File: src/rtl/regfile_pairs_pkg.sv
// Shared types and width helpers for the paired register file.
package regfile_pairs_pkg;

    // Which writer owns a register's next value this cycle, highest priority first.
    typedef enum logic [2:0] {
        SRC_NONE,
        SRC_IDU,
        SRC_PW,
        SRC_WA,
        SRC_WB
    } src_e;

    function automatic int unsigned idx_w(input int unsigned n);
        return (n > 1) ? $clog2(n) : 1;
    endfunction

    function automatic int unsigned pair_w(input int unsigned n);
        return idx_w(n / 2);
    endfunction

endpackage

File: src/rtl/regfile_pairs_idu.sv
// Pair increment/decrement unit: combinational result for the file, registered status.
module regfile_pairs_idu #(
    parameter int unsigned WIDTH = 8
) (
    input  logic                 CLK,
    input  logic                 nres,
    input  logic                 op_valid,
    input  logic                 op_inc,
    input  logic [2*WIDTH-1:0]   operand,
    output logic [2*WIDTH-1:0]   res_c,
    output logic [2*WIDTH-1:0]   idu_q,
    output logic                 idu_wrap,
    output logic                 idu_zero
);

    localparam int unsigned DW = 2 * WIDTH;

    logic wrap_c;

    always_comb begin
        res_c  = op_inc ? (operand + DW'(1)) : (operand - DW'(1));
        wrap_c = op_inc ? (&operand) : ~(|operand);
    end

    // Status only moves on a valid op; wrap is a single-cycle pulse.
    always_ff @(posedge CLK or negedge nres) begin
        if (!nres) begin
            idu_q    <= '0;
            idu_wrap <= 1'b0;
            idu_zero <= 1'b0;
        end else if (op_valid) begin
            idu_q    <= res_c;
            idu_wrap <= wrap_c;
            idu_zero <= (res_c == '0);
        end else begin
            idu_wrap <= 1'b0;
        end
    end

endmodule

File: src/rtl/regfile_pairs_gen.sv
// Parametrised register file with two byte write ports, a pair write, a pair
// inc/dec unit and NRD combinational read ports.
module regfile_pairs_gen
    import regfile_pairs_pkg::*;
#(
    parameter int unsigned    WIDTH     = 8,
    parameter int unsigned    NREGS     = 8,
    parameter int unsigned    NRD       = 4,
    parameter bit             BYPASS    = 1'b0,
    parameter bit             INV_OUT   = 1'b1,
    parameter logic [WIDTH-1:0] RESET_VAL = '0,
    localparam int unsigned   IW        = idx_w(NREGS),
    localparam int unsigned   PW        = pair_w(NREGS)
) (
    input  logic                   CLK,
    input  logic                   nres,
    input  logic                   wa_en,
    input  logic [IW-1:0]          wa_idx,
    input  logic [WIDTH-1:0]       wa_d,
    input  logic                   wb_en,
    input  logic [IW-1:0]          wb_idx,
    input  logic [WIDTH-1:0]       wb_d,
    input  logic                   pw_en,
    input  logic [PW-1:0]          pw_idx,
    input  logic [2*WIDTH-1:0]     pw_d,
    input  logic                   inc_en,
    input  logic                   dec_en,
    input  logic [PW-1:0]          idu_idx,
    input  logic [NRD-1:0]         rd_en,
    input  logic [NRD*IW-1:0]      rd_idx,
    output logic [NRD*WIDTH-1:0]   rd_d,
    output logic [2*WIDTH-1:0]     idu_q,
    output logic                   idu_wrap,
    output logic                   idu_zero,
    output logic                   wr_conf
);

    localparam int unsigned NP = NREGS / 2;
    localparam int unsigned DW = 2 * WIDTH;

    logic [WIDTH-1:0] regs [NREGS];
    logic [WIDTH-1:0] nxt  [NREGS];
    logic [DW-1:0]    idu_opnd;
    logic [DW-1:0]    idu_res;
    logic             idu_ok;
    logic             conf_c;

    // IDU operand is always the pre-edge pair value.
    always_comb begin
        idu_opnd = '0;
        for (int p = 0; p < NP; p++) begin
            if (idu_idx == PW'(p)) idu_opnd = {regs[2*p+1], regs[2*p]};
        end
        idu_ok = (inc_en ^ dec_en) && (32'(idu_idx) < NP);
    end

    regfile_pairs_idu #(.WIDTH(WIDTH)) u_idu (
        .CLK      (CLK),
        .nres     (nres),
        .op_valid (idu_ok),
        .op_inc   (inc_en),
        .operand  (idu_opnd),
        .res_c    (idu_res),
        .idu_q    (idu_q),
        .idu_wrap (idu_wrap),
        .idu_zero (idu_zero)
    );

    // Per-register priority resolve; any enabled writer that owns nothing lost.
    always_comb begin
        src_e s;
        logic wa_won, wb_won, pw_won;
        wa_won = 1'b0;
        wb_won = 1'b0;
        pw_won = 1'b0;
        for (int r = 0; r < NREGS; r++) begin
            nxt[r] = regs[r];
            s      = SRC_NONE;
            if (idu_ok && idu_idx == PW'(r / 2)) begin
                nxt[r] = (r % 2 == 1) ? idu_res[DW-1:WIDTH] : idu_res[WIDTH-1:0];
                s      = SRC_IDU;
            end else if (pw_en && pw_idx == PW'(r / 2)) begin
                nxt[r] = (r % 2 == 1) ? pw_d[DW-1:WIDTH] : pw_d[WIDTH-1:0];
                s      = SRC_PW;
            end else if (wa_en && wa_idx == IW'(r)) begin
                nxt[r] = wa_d;
                s      = SRC_WA;
            end else if (wb_en && wb_idx == IW'(r)) begin
                nxt[r] = wb_d;
                s      = SRC_WB;
            end
            wa_won = wa_won | (s == SRC_WA);
            wb_won = wb_won | (s == SRC_WB);
            pw_won = pw_won | (s == SRC_PW);
        end
        conf_c = (wa_en & ~wa_won) | (wb_en & ~wb_won) | (pw_en & ~pw_won)
               | ((inc_en | dec_en) & ~idu_ok);
    end

    always_ff @(posedge CLK or negedge nres) begin
        if (!nres) begin
            for (int r = 0; r < NREGS; r++) regs[r] <= RESET_VAL;
            wr_conf <= 1'b0;
        end else begin
            for (int r = 0; r < NREGS; r++) regs[r] <= nxt[r];
            wr_conf <= conf_c;
        end
    end

    for (genvar k = 0; k < NRD; k++) begin : g_rd
        logic [IW-1:0]    idx;
        logic [WIDTH-1:0] val;
        logic             hit;

        assign idx = rd_idx[k*IW +: IW];

        // Write-through reads look at the resolved next value instead of the flops.
        always_comb begin
            val = '0;
            hit = 1'b0;
            for (int r = 0; r < NREGS; r++) begin
                if (idx == IW'(r)) begin
                    val = BYPASS ? nxt[r] : regs[r];
                    hit = 1'b1;
                end
            end
        end

        assign rd_d[k*WIDTH +: WIDTH] = (rd_en[k] && hit) ? (INV_OUT ? ~val : val) : '0;
    end

endmodule

File: config.mk
export PLATFORM = sky130hd
export DESIGN_NAME = regfile_pairs_gen
export DESIGN_NICKNAME = d
export VERILOG_FILES = /design/src/rtl/regfile_pairs_pkg.sv /design/src/rtl/regfile_pairs_idu.sv /design/src/rtl/regfile_pairs_gen.sv
export SDC_FILE = /design/constraint.sdc
export NUM_CORES = 1
export LEC_CHECK = 0
export CAP_MARGIN = 20
export CORE_ASPECT_RATIO = 1.75
export CORE_MARGIN = 5
export CORE_UTILIZATION = 57
export CTS_BUF_LIST = sky130_fd_sc_hd__clkbuf_8 sky130_fd_sc_hd__clkbuf_16
export CTS_CLUSTER_SIZE = 20
export DETAILED_ROUTE_END_ITERATION = 7
export PLACE_DENSITY = 0.82
export SLEW_MARGIN = 20
export SYNTH_ARGS = -nofsm -noshare
export SYNTH_HDL_FRONTEND = slang
export SYNTH_SLANG_ARGS = --single-unit
export TNS_END_PERCENT = 20
File: constraint.sdc
create_clock -name CLK -period 3.9 [get_ports CLK]
set_input_delay 0.585 -clock CLK [delete_from_list [all_inputs] [get_ports CLK]]
set_output_delay 0.585 -clock CLK [all_outputs]
set_load 0.01 [all_outputs]
==> results.cfg, run 1 <==
[logic_synthesis]
netlist-cell-type-count = 59
ys_seq_area_share_pct = 24.4
synthArstFlopShare_pct = 100
synth_cells = 996
synth_largest_area_cell = dfrtp_1
synthFlopType = dfrtp_1
postSynthRegisterBits = 83
synth_fp_nets = 1078
synth_warnings = 0
synth_area_per_cell_um2 = 8.54
synthesis.area_mm2 = 0.00851
synthTopCellsByArea = dfrtp_1, a21oi_1, mux2_2, mux4_2, mux2i_1
synth_edf_count = 0
synth_top_area_share_pct = 24.4

[sta]
skew_ns = 0.0130
drv_slew = 0
hold_viol_final = 0
final.min_clock_period_ns = 3.92
slew_headroom_pct = 24.8
rsz0062_at_grt = yes
worst_slew_pin_slew_ns = 1.12
finalSetupViolations = 1
fmax_ghz = 0.255
post-route-period-util_pct = 101
finalWorstSetupSlack_ns = -0.0241

[clock_network]
htree_levels = 3
cts_tree = yes
hold_buffers = 0
clockRootBuffer = clkbuf_16
cts_setup_buffers = 0
path_clk_slew_ns = 0.07
cts_max_path_buffers = 2
clk_latency_ns = 0.35
cts_resized = 0
cts.sinks = 83
cts_buffers = 9

[global_route]
grt_usage_pct = 50.7
grt_pass1_wl_um = 64200
grt_antenna_before_repair = 6
grt_max_degree = 67
grt.overflow.total = 0
first_global_vias = 10100

[die]
ios = 116
die_x_um = 102
rows = 59
die-height_um = 172
core_mm2 = 0.0148
start_util_pct = 57.6
die_area_mm2 = 0.0176

[placement]
io_buffers = 115
place_area_mm2 = 0.0108
hpwl_um = 31700
pre_cts_slack_ns = -0.238
gp_congestion = 1.14

[worst_setup_path]
cp.required_ns = 4.10
crit_arrival_ns = 4.13
crit_type = primary input to flip-flop
start_kind = primary input
worstSetupEndpointType = flip-flop
worst-path-max-fanout = 14

[route]
drt-total-wl_um = 43700
drc_errors = 140
vias = 10400
dr.pass1.iters = 8
ant_nets = 0
wl_per_cell_um = 31.4
drt-initial-drc-count = 1588
vias_per_cell = 7.47

[finish]
area_growth_pct = 30.7
fin_nets = 1282
regArea_mm2 = 0.00208
stdcell_area_mm2 = 0.0111
layout-drive-gt1-share_pct = 23.2
fillCellCount = 1150
final_cell_mix = nor2_1, a21oi_1, buf_4
multi_input_area_mm2 = 0.00618

[outcome]
violations = design-rule violations, negative setup slack
outcome = complete, but fails checks

[power]
vdd_drop_max_mv = 0.568
p_leak_uw = 0.00461
power_density_mw_per_mm2 = 551

[flow_run]
drv_cap = 0

[hold_path]
hold_class = primary input to asynchronous set/reset pin
## registers in the layout (all words and copies together) (netlist names)
signal,flops
wr_conf,1
u_idu.idu_zero,1
regs,64
u_idu.idu_q,16
u_idu.idu_wrap,1
## synthesized netlist by cell type (15+ instances only)
cell type and count:
a21oi_1 151, a31oi_1 17, ha_1 16, and3_1 15, nand2_1 30, nand3_1 18
nand2b_1 19, nor2b_1 25, dfrtp_1 83, o211ai_1 22, mux2i_1 65, mux4_2 30
mux2_2 66, nor2_1 151, a22o_1 22, clkbuf_1 58, a222oi_1 48
## area by class of cell
type / count / share of cell area (%)
multi-input combinational: 831 / 55.6
timing repair buffer: 264 / 20.5
sequential: 83 / 18.7
tap: 183 / 2.06
clock buffer: 9 / 2.03
clock inverter: 7 / 0.653
inverter: 11 / 0.371
antenna: 4 / 0.0900
## power breakdown
group          internal, µW  leakage, µW  total [µW]  switching (µW)
logic                  1630      0.00353        3660            2020
registers              1110     0.000939        1610             498
clock network           451     0.000136         856             405
## cell families after synthesis
kind of cell / after synthesis / synth area share, %
muxes: 161 / 24.3
DFF: 83 / 24.4
AOI/OAI and AO/OA: 329 / 26.3
adders and majority gates: 17 / 2.59
and+or+nand+nor: 312 / 17.3
buffers and inverters: 82 / 3.81
xor gates and xnor gates: 12 / 1.24
## path summary, 6_finish.rpt
kind                                             from                          end  slack, ns  cells past startpoint
min in group CLK           u_idu.idu_q[4]$_DFFE_PN0N_   u_idu.idu_q[4]$_DFFE_PN0N_       0.52                      1
setup / recovery                           idu_idx[0]         regs[52]$_DFFE_PN0P_      -0.02                     12
max in group asynchronous                        nres          regs[4]$_DFFE_PN0P_       2.71                      2
setup reg to reg                 regs[63]$_DFFE_PN0P_         regs[52]$_DFFE_PN0P_       0.30                     10
hold / removal                                   nres  u_idu.idu_q[15]$_DFFE_PN0N_       0.34                      1
hold reg to reg            u_idu.idu_q[4]$_DFFE_PN0N_   u_idu.idu_q[4]$_DFFE_PN0N_       0.52                      1
## worst max-delay path, cell delays in order
cell	delay, ns
clkdlybuf4s50_1	0.51
buf_12	0.17
mux4_2	0.66
ha_1	0.36
and3_1	0.26
a221oi_1	0.31
buf_4	0.19
a211o_1	0.09
o311ai_1	0.11
buf_4	0.19
a222oi_1	0.53
a21oi_1	0.15
## per-stage QoR
stage | cells | setup TNS [ns] | total power, µW | hold slack [ns] | utilization [%]
detailed placement | 1372 | -2.00 | 4890 | 0.498 | 72.9
global route | 1390 | -0.0431 | 6280 | 0.406 | 75.3
floorplan | 996 | 0 | 2990 | 0.289 | -
finish | 1392 | -0.0241 | 6120 | 0.341 | 75.3
CTS | 1388 | 0 | 5770 | 0.358 | 74.9
global placement | 1372 | -1.35 | 4840 | 0.490 | 72.8
## per-layer routing
metal,track usage [%],wire length (µm),vias to the layer above
met4,44.6,5540,6
li1,-,-,4298
met1,52.5,13100,4786
met3,23.3,5900,381
met5,2.07,75,-
met2,75.6,19000,931
Note: power is estimated with default switching activity, not from simulation.
==> run 2: changes to the inputs <==
Settings changed: HOLD_SLACK_MARGIN set to 0.03.
==> results of run 2 <==
No change in the layout: final DEF, timing and power equal those of run 1.
